File: src/rtl/seg_scan_driver_pkg.sv
// Shared constants for the 7-segment display paths: active-low segment
// patterns ({g,f,e,d,c,b,a}) and the all-anodes-off value.
package seg_scan_driver_pkg;

  localparam logic [6:0] SEG_0    = 7'b1000000;
  localparam logic [6:0] SEG_1    = 7'b1111001;
  localparam logic [6:0] SEG_2    = 7'b0100100;
  localparam logic [6:0] SEG_3    = 7'b0110000;
  localparam logic [6:0] SEG_4    = 7'b0011001;
  localparam logic [6:0] SEG_5    = 7'b0010010;
  localparam logic [6:0] SEG_6    = 7'b0000010;
  localparam logic [6:0] SEG_7    = 7'b1111000;
  localparam logic [6:0] SEG_8    = 7'b0000000;
  localparam logic [6:0] SEG_9    = 7'b0010000;
  localparam logic [6:0] SEG_DASH = 7'b0111111;
  localparam logic [6:0] SEG_OFF  = 7'b1111111;

  localparam logic [3:0] AN_OFF   = 4'hF;

  // Pick BCD digit i (0 = rightmost) out of a packed 4-digit word.
  function automatic logic [3:0] digit_sel(input logic [15:0] word, input logic [1:0] i);
    return word[4*i +: 4];
  endfunction

endpackage

File: src/rtl/seg_scan_driver_if.sv
// Display driver bus: digit/control inputs from the BCD stage and the
// multiplexed anode/segment outputs toward the display.
interface seg_scan_driver_if;

  logic       en;
  logic [3:0] bcd0;
  logic [3:0] bcd1;
  logic [3:0] bcd2;
  logic [3:0] bcd3;
  logic       load;
  logic       lz_en;
  logic [3:0] blink_mask;
  logic [3:0] dp_mask;
  logic [3:0] an;
  logic [6:0] seg;
  logic       dp;
  logic       frame_done;

  modport master (
    output en, bcd0, bcd1, bcd2, bcd3, load, lz_en, blink_mask, dp_mask,
    input  an, seg, dp, frame_done
  );

  modport slave (
    input  en, bcd0, bcd1, bcd2, bcd3, load, lz_en, blink_mask, dp_mask,
    output an, seg, dp, frame_done
  );

endinterface

File: src/rtl/seg7_decode.sv
// Combinational BCD code to active-low 7-segment pattern; illegal codes show '-'.
module seg7_decode
  import seg_scan_driver_pkg::*;
(
  input  logic [3:0] code,
  output logic [6:0] seg
);

  // Table lookup; codes 10-15 fall through to the dash pattern.
  always_comb begin
    seg = SEG_DASH;
    case (code)
      4'd0: seg = SEG_0;
      4'd1: seg = SEG_1;
      4'd2: seg = SEG_2;
      4'd3: seg = SEG_3;
      4'd4: seg = SEG_4;
      4'd5: seg = SEG_5;
      4'd6: seg = SEG_6;
      4'd7: seg = SEG_7;
      4'd8: seg = SEG_8;
      4'd9: seg = SEG_9;
      default: seg = SEG_DASH;
    endcase
  end

endmodule

File: src/rtl/seg_scan_driver.sv
// Time-multiplexed 4-digit common-anode 7-segment driver with tear-free
// frame-boundary digit updates, leading-zero blanking, blink and dead time.
module seg_scan_driver
  import seg_scan_driver_pkg::*;
#(
  parameter int unsigned CLK_HZ    = 100_000_000,
  parameter int unsigned SCAN_HZ   = 1_000,
  parameter int unsigned DEAD_CYC  = 8,
  parameter int unsigned BLINK_DIV = 250
) (
  input  logic                clk,
  input  logic                rst_n,
  seg_scan_driver_if.slave    bus
);

  localparam int unsigned SLOT = CLK_HZ / SCAN_HZ;
  localparam int unsigned SW   = $clog2(SLOT);
  localparam int unsigned BW   = (BLINK_DIV > 1) ? $clog2(BLINK_DIV) : 1;

  logic [SW-1:0] slot_cnt;
  logic [1:0]    idx;
  logic [BW-1:0] blink_cnt;
  logic          phase;
  logic [15:0]   pending;
  logic [15:0]   shown;
  logic          pend_valid;

  logic          slot_end;
  logic          frame_end;
  logic [3:0]    cur_digit;
  logic [6:0]    dec_seg;
  logic          upper_zero;
  logic          blank;

  assign slot_end  = (slot_cnt == SW'(SLOT - 1));
  assign frame_end = slot_end && (idx == 2'd3);
  assign cur_digit = digit_sel(shown, idx);

  seg7_decode u_dec (
    .code (cur_digit),
    .seg  (dec_seg)
  );

  // Slot counter, digit index and blink divider; all advance on slot end.
  always_ff @(posedge clk or negedge rst_n) begin
    if (!rst_n) begin
      slot_cnt  <= '0;
      idx       <= '0;
      blink_cnt <= '0;
      phase     <= 1'b0;
    end else begin
      if (slot_end) begin
        slot_cnt <= '0;
        idx      <= idx + 2'd1;
        if (blink_cnt == BW'(BLINK_DIV - 1)) begin
          blink_cnt <= '0;
          phase     <= ~phase;
        end else begin
          blink_cnt <= blink_cnt + 1'b1;
        end
      end else begin
        slot_cnt <= slot_cnt + 1'b1;
      end
    end
  end

  // Pending/shown digits: the frame boundary consumes the pending value held
  // before this edge, so a coincident load waits for the following frame.
  always_ff @(posedge clk or negedge rst_n) begin
    if (!rst_n) begin
      pending    <= '0;
      shown      <= '0;
      pend_valid <= 1'b0;
    end else begin
      if (frame_end && pend_valid) begin
        shown <= pending;
      end
      if (bus.load) begin
        pending    <= {bus.bcd3, bus.bcd2, bus.bcd1, bus.bcd0};
        pend_valid <= 1'b1;
      end else if (frame_end) begin
        pend_valid <= 1'b0;
      end
    end
  end

  // Leading-zero detect: current digit and every more significant one are zero.
  always_comb begin
    upper_zero = 1'b1;
    for (int unsigned i = 0; i < 4; i++) begin
      if ((i >= 32'(idx)) && (shown[4*i +: 4] != 4'd0)) begin
        upper_zero = 1'b0;
      end
    end
  end

  // Blank conditions for the digit being scanned.
  always_comb begin
    blank = !bus.en
         || (slot_cnt < SW'(DEAD_CYC))
         || (bus.blink_mask[idx] && phase)
         || (bus.lz_en && (idx != 2'd0) && upper_zero);
  end

  // Registered display outputs and frame pulse.
  always_ff @(posedge clk or negedge rst_n) begin
    if (!rst_n) begin
      bus.an         <= AN_OFF;
      bus.seg        <= SEG_OFF;
      bus.dp         <= 1'b1;
      bus.frame_done <= 1'b0;
    end else begin
      bus.an         <= blank ? AN_OFF  : ~(4'b0001 << idx);
      bus.seg        <= blank ? SEG_OFF : dec_seg;
      bus.dp         <= blank | ~bus.dp_mask[idx];
      bus.frame_done <= frame_end;
    end
  end

endmodule

File: src/flat_wrapper.sv
// flat-port wrapper written by rule: the top's interface ports become plain ports
module seg_scan_driver_flat import seg_scan_driver_pkg::*;
#(
  parameter int unsigned CLK_HZ    = 100_000_000,
  parameter int unsigned SCAN_HZ   = 1_000,
  parameter int unsigned DEAD_CYC  = 8,
  parameter int unsigned BLINK_DIV = 250
)
  (clk, rst_n, bus_en, bus_bcd0, bus_bcd1, bus_bcd2, bus_bcd3, bus_load, bus_lz_en, bus_blink_mask, bus_dp_mask, bus_an, bus_seg, bus_dp, bus_frame_done);
  seg_scan_driver_if bus_i ();
  input  logic clk;
  input  logic rst_n;
  input wire logic [$bits(bus_i.en)-1:0] bus_en;
  input wire logic [$bits(bus_i.bcd0)-1:0] bus_bcd0;
  input wire logic [$bits(bus_i.bcd1)-1:0] bus_bcd1;
  input wire logic [$bits(bus_i.bcd2)-1:0] bus_bcd2;
  input wire logic [$bits(bus_i.bcd3)-1:0] bus_bcd3;
  input wire logic [$bits(bus_i.load)-1:0] bus_load;
  input wire logic [$bits(bus_i.lz_en)-1:0] bus_lz_en;
  input wire logic [$bits(bus_i.blink_mask)-1:0] bus_blink_mask;
  input wire logic [$bits(bus_i.dp_mask)-1:0] bus_dp_mask;
  output wire logic [$bits(bus_i.an)-1:0] bus_an;
  output wire logic [$bits(bus_i.seg)-1:0] bus_seg;
  output wire logic [$bits(bus_i.dp)-1:0] bus_dp;
  output wire logic [$bits(bus_i.frame_done)-1:0] bus_frame_done;
  assign bus_i.en = bus_en;
  assign bus_i.bcd0 = bus_bcd0;
  assign bus_i.bcd1 = bus_bcd1;
  assign bus_i.bcd2 = bus_bcd2;
  assign bus_i.bcd3 = bus_bcd3;
  assign bus_i.load = bus_load;
  assign bus_i.lz_en = bus_lz_en;
  assign bus_i.blink_mask = bus_blink_mask;
  assign bus_i.dp_mask = bus_dp_mask;
  assign bus_an = bus_i.an;
  assign bus_seg = bus_i.seg;
  assign bus_dp = bus_i.dp;
  assign bus_frame_done = bus_i.frame_done;
  seg_scan_driver #(.CLK_HZ(CLK_HZ), .SCAN_HZ(SCAN_HZ), .DEAD_CYC(DEAD_CYC), .BLINK_DIV(BLINK_DIV)) u_core (.clk(clk), .rst_n(rst_n), .bus(bus_i));
endmodule
File: config.mk
export PLATFORM = sky130hd
export DESIGN_NAME = seg_scan_driver_flat
export DESIGN_NICKNAME = d
export VERILOG_FILES = /design/src/rtl/seg_scan_driver_pkg.sv /design/src/rtl/seg_scan_driver_if.sv /design/src/rtl/seg7_decode.sv /design/src/rtl/seg_scan_driver.sv /design/src/flat_wrapper.sv
export SDC_FILE = /design/constraint.sdc
export NUM_CORES = 1
export LEC_CHECK = 0
export ABC_AREA = 0
export CAP_MARGIN = 20
export CORE_MARGIN = 2
export CORE_UTILIZATION = 45
export DETAILED_ROUTE_END_ITERATION = 7
export GPL_TIMING_DRIVEN = 0
export MAX_ROUTING_LAYER = met4
export PLACE_DENSITY = 0.66
export SLEW_MARGIN = 20
export SYNTH_ARGS = -nofsm -noshare
export SYNTH_HDL_FRONTEND = slang
export SYNTH_HIERARCHICAL = 1
export SYNTH_SLANG_ARGS = --single-unit
File: constraint.sdc
create_clock -name clk -period 6.1 [get_ports clk]
set_clock_uncertainty 0.1 [all_clocks]
set_input_delay 0.61 -clock clk [delete_from_list [all_inputs] [get_ports clk]]
set_output_delay 0.61 -clock clk [all_outputs]
set_load 0.1 [all_outputs]
==> results by group <==
Floorplanning
  – Chip height: 93.61 um
  – Rows: 32
  – DIE AREA: between 8000 and 9000 sq um
  – Core Footprint: 7767 sq um
  – I/O pin total: between 40 and 50
  – DIE WIDTH: ~94 um
  – Starting Density: 0.4652

Job
  – Total of max-cap violations: 0

Critical path
  – CP cell instances: clkdlybuf4s50_1
  – Critical Path Sink Type: output port
  – WP data arrival: about 2 ns
  – Critical-path maximum fanout: 1
  – Worst setup SP type: flip-flop
  – Worst setup path class: reg -> out
  – Crit-path leading delay family: buffers and inverters
  – Slowest CP cell: clkdlybuf4s50_1
  – CP Data Required Time: 5.39 ns
  – Worst Reg-to-Reg Cells: 6
  – Slowest Stage Delay on Critical Path: between 1 and 1.5 ns
  – Worst R2R End: u_core/shown[14]$_DFFE_PN0P_
  – Buf+Inv Stages, Crit Path: 1
  – Worst r2r src: u_core/slot_cnt[0]$_DFF_PN0_
  – Flop-to-flop setup slack: approximately 3.6 ns

Timing
  – Hold_ws: about 0.077 ns
  – Final hold vios: 0
  – Max-slew headroom: 0.3523
  – Final setup TNS: 0 ns
  – Max Clk Rate: approximately 370 MHz
  – Slew Viols, Final: 0
  – Worst setup margin: approximately 3.4 ns
  – Crit path time final: between 2 and 3 ns
  – Slew @ Worst Pin: 0.9685 ns
  – RSZ-0062 raised after global routing: false
  – Period utilization: 0.4438
  – Final setup fails: 0

Clocking
  – CTS sink count: 74
  – Post_cts resized: 0
  – CTS tree: yes
  – Clk slew on worst S/H paths: ~0.090 ns
  – CTS root buf: clkbuf_8
  – Number of H-tree levels: 3
  – Skew-Pair Late Insertion Delay: roughly 0.35 ns
  – Total CTS buffers: 9
  – Clock buffer depth: 2
  – Post-CTS setup buffer count: 0
  – Cts hold-fix bufs: 0

Pwr
  – Leak: about 1.9 nW
  – Overall power: 978.0 uW
  – Power Density: between 200 and 250 nW/um^2
  – VDD IR max: 0.1249 mV

Placed design
  – Dpl ws: ~3.6 ns
  – Post-DP Area: between 4000 and 5000 sq um
  – IO Port Bufs: 40
  – GP Congestion: ~0.84
  – DP Wirelength: about 4700 um

Global route
  – Total global-route track usage: 0.1692
  – Largest net degree at the start of global routing: between 40 and 50
  – First-pass GRT wire length: approximately 11,000 um
  – Initial antenna violation count: 0
  – Vias in the first global route: roughly 2,300
  – Total grt overflow: 0

Logic synthesis
  – Main synth FF type: dfrtp_1
  – Fraction of registers with async set/reset: 1.000
  – Post-synthesis sequential area ratio: 0.5166
  – Syn avg cell area: approximately 12 sq um
  – Synth unique cells: 52
  – Synthesized flop and latch total: 74
  – Syn_nets: around 340
  – EDFF count, synth: 0
  – Yosys warns: 6
  – Gate Count Post-Synth: approximately 300
  – Mapped Area: 3613 sq um

Finish
  – Leading cell type in the layout, fill and taps excluded: dfrtp_1
  – Most frequent cells in the layout: dfrtp_1 (62), clkdlybuf4s50_1 (39), mux2_2 (32)
  – Filler cells: slightly below 700
  – Share of layout cells above drive strength 1: 0.2585
  – ANT cells: 0
  – Area Overhead vs Synth: 20.84%
  – Fin nets: roughly 390
  – Area occupied by multi-input gates: 1594 sq um
  – Register Area: around 1900 sq um
  – Finished Cell Area: ~4400 sq um

Route
  – Starting DRT DRC Count: around 110
  – Post-route DRC: 0
  – DR pass1 iterations: 4
  – Routed Antenna Nets: 0
  – Vias: 2,389
  – Routed WL: 6432 um
  – Wire length per cell: 14.17 um
  – DR vias/cell: between 5 and 6

Min path
  – Worst hold path class: in -> async

Status
  – Status: finished, final reports clean
-- metrics by stage --
stage | util | instances
6_report | 0.5622 | 454
5_1_grt | 0.5622 | 454
4_1_cts | 0.5622 | 454
3_5_place_dp | 0.5354 | 438
3_3_place_gp | 0.5332 | 437
2_1_floorplan | - | 295
-- cell usage after synthesis, drive strengths merged (3+ instances only) --
cell type | n | share of area
dfrtp | 62 | 0.43
mux2 | 32 | 0.10
inv | 15 | 0.016
nor2 | 13 | 0.014
dfstp | 12 | 0.087
ha | 12 | 0.042
o21ai | 12 | 0.018
xnor2 | 12 | 0.029
buf | 10 | 0.019
nand4 | 10 | 0.023
or3 | 10 | 0.017
nand2 | 9 | 0.0093
nand3 | 9 | 0.012
nor3 | 7 | 0.0097
a21oi | 6 | 0.0083
mux4 | 6 | 0.037
nor4 | 6 | 0.015
clkbuf | 5 | 0.0080
xor2 | 5 | 0.012
or3b | 4 | 0.0097
or4 | 4 | 0.010
nand2b | 3 | 0.0052
o31ai | 3 | 0.0062
-- where the power goes --
| part | internal, mW | total [mW] | switching (mW) |
|---|---|---|---|
| clock | 0.197 | 0.395 | 0.198 |
| sequential | 0.506 | 0.511 | 0.00577 |
| combinational | 0.0328 | 0.0718 | 0.0390 |
| total | 0.735 | 0.978 | 0.243 |
-- per-layer routing --
metal | up-vias | wire length [um] | GRT usage
met5 | - | 0 | -
li1 | 1168 | - | -
met3 | 9 | 266 | 0.02901
met1 | 1161 | 3127 | 0.2313
met2 | 51 | 2941 | 0.2512
met4 | 0 | 97 | 0.07246
-- cells by family (layout without fill, tap and decap cells) --
group                      Yosys count  after routing  synth area share
AOI/OAI and AO/OA                   32             32           0.05679
buffers and inverters               30             87           0.04224
xor gates and xnor gates            17             17           0.04120
and+or+nand+nor                     91             91            0.1617
muxes                               39             39            0.1399
DFF                                 74             74            0.5166
adders and majority gates           12             12           0.04155
-- registers in the layout, summed over array words and instances (netlist names) --
register,flops
u_core/blink_cnt,8
u_core/bus.an,4
u_core/bus.dp,1
u_core/bus.frame_done,1
u_core/bus.seg,7
u_core/idx,2
u_core/pend_valid,1
u_core/pending,16
u_core/phase,1
u_core/shown,16
u_core/slot_cnt,17
-- layout make-up --
| type | count | area share |
|---|---|---|
| flip-flops and latches | 74 | 0.4275 |
| plain buffers | 15 | 0.02206 |
| inverters | 15 | 0.01289 |
| clock buffers | 9 | 0.02837 |
| repair buffers | 41 | 0.09570 |
| clock inverters | 7 | 0.01920 |
| multi-input cells | 191 | 0.3650 |
| well taps | 102 | 0.02923 |
-- how the worst max path moves through the flow --
stage                                  from                       endpoint  slack (ns)  cells past startpoint
6_report         u_core/bus.an[3]$_DFF_PN1_                      bus_an[3]        3.39                      1
5_1_grt        u_core/slot_cnt[0]$_DFF_PN0_    u_core/shown[6]$_DFFE_PN0P_        3.33                      6
4_1_cts          u_core/bus.an[3]$_DFF_PN1_                      bus_an[3]        3.36                      1
3_5_place_dp              bus_blink_mask[3]     u_core/bus.an[1]$_DFF_PN1_        3.56                      6
3_3_place_gp                          rst_n  u_core/pending[0]$_DFFE_PN0P_        1.80                      1
2_1_floorplan     u_core/idx[0]$_DFFE_PN0N_    u_core/bus.seg[1]$_DFF_PN1_        3.89                      7
No activity file was read; power rests on OpenSTA's default activity.
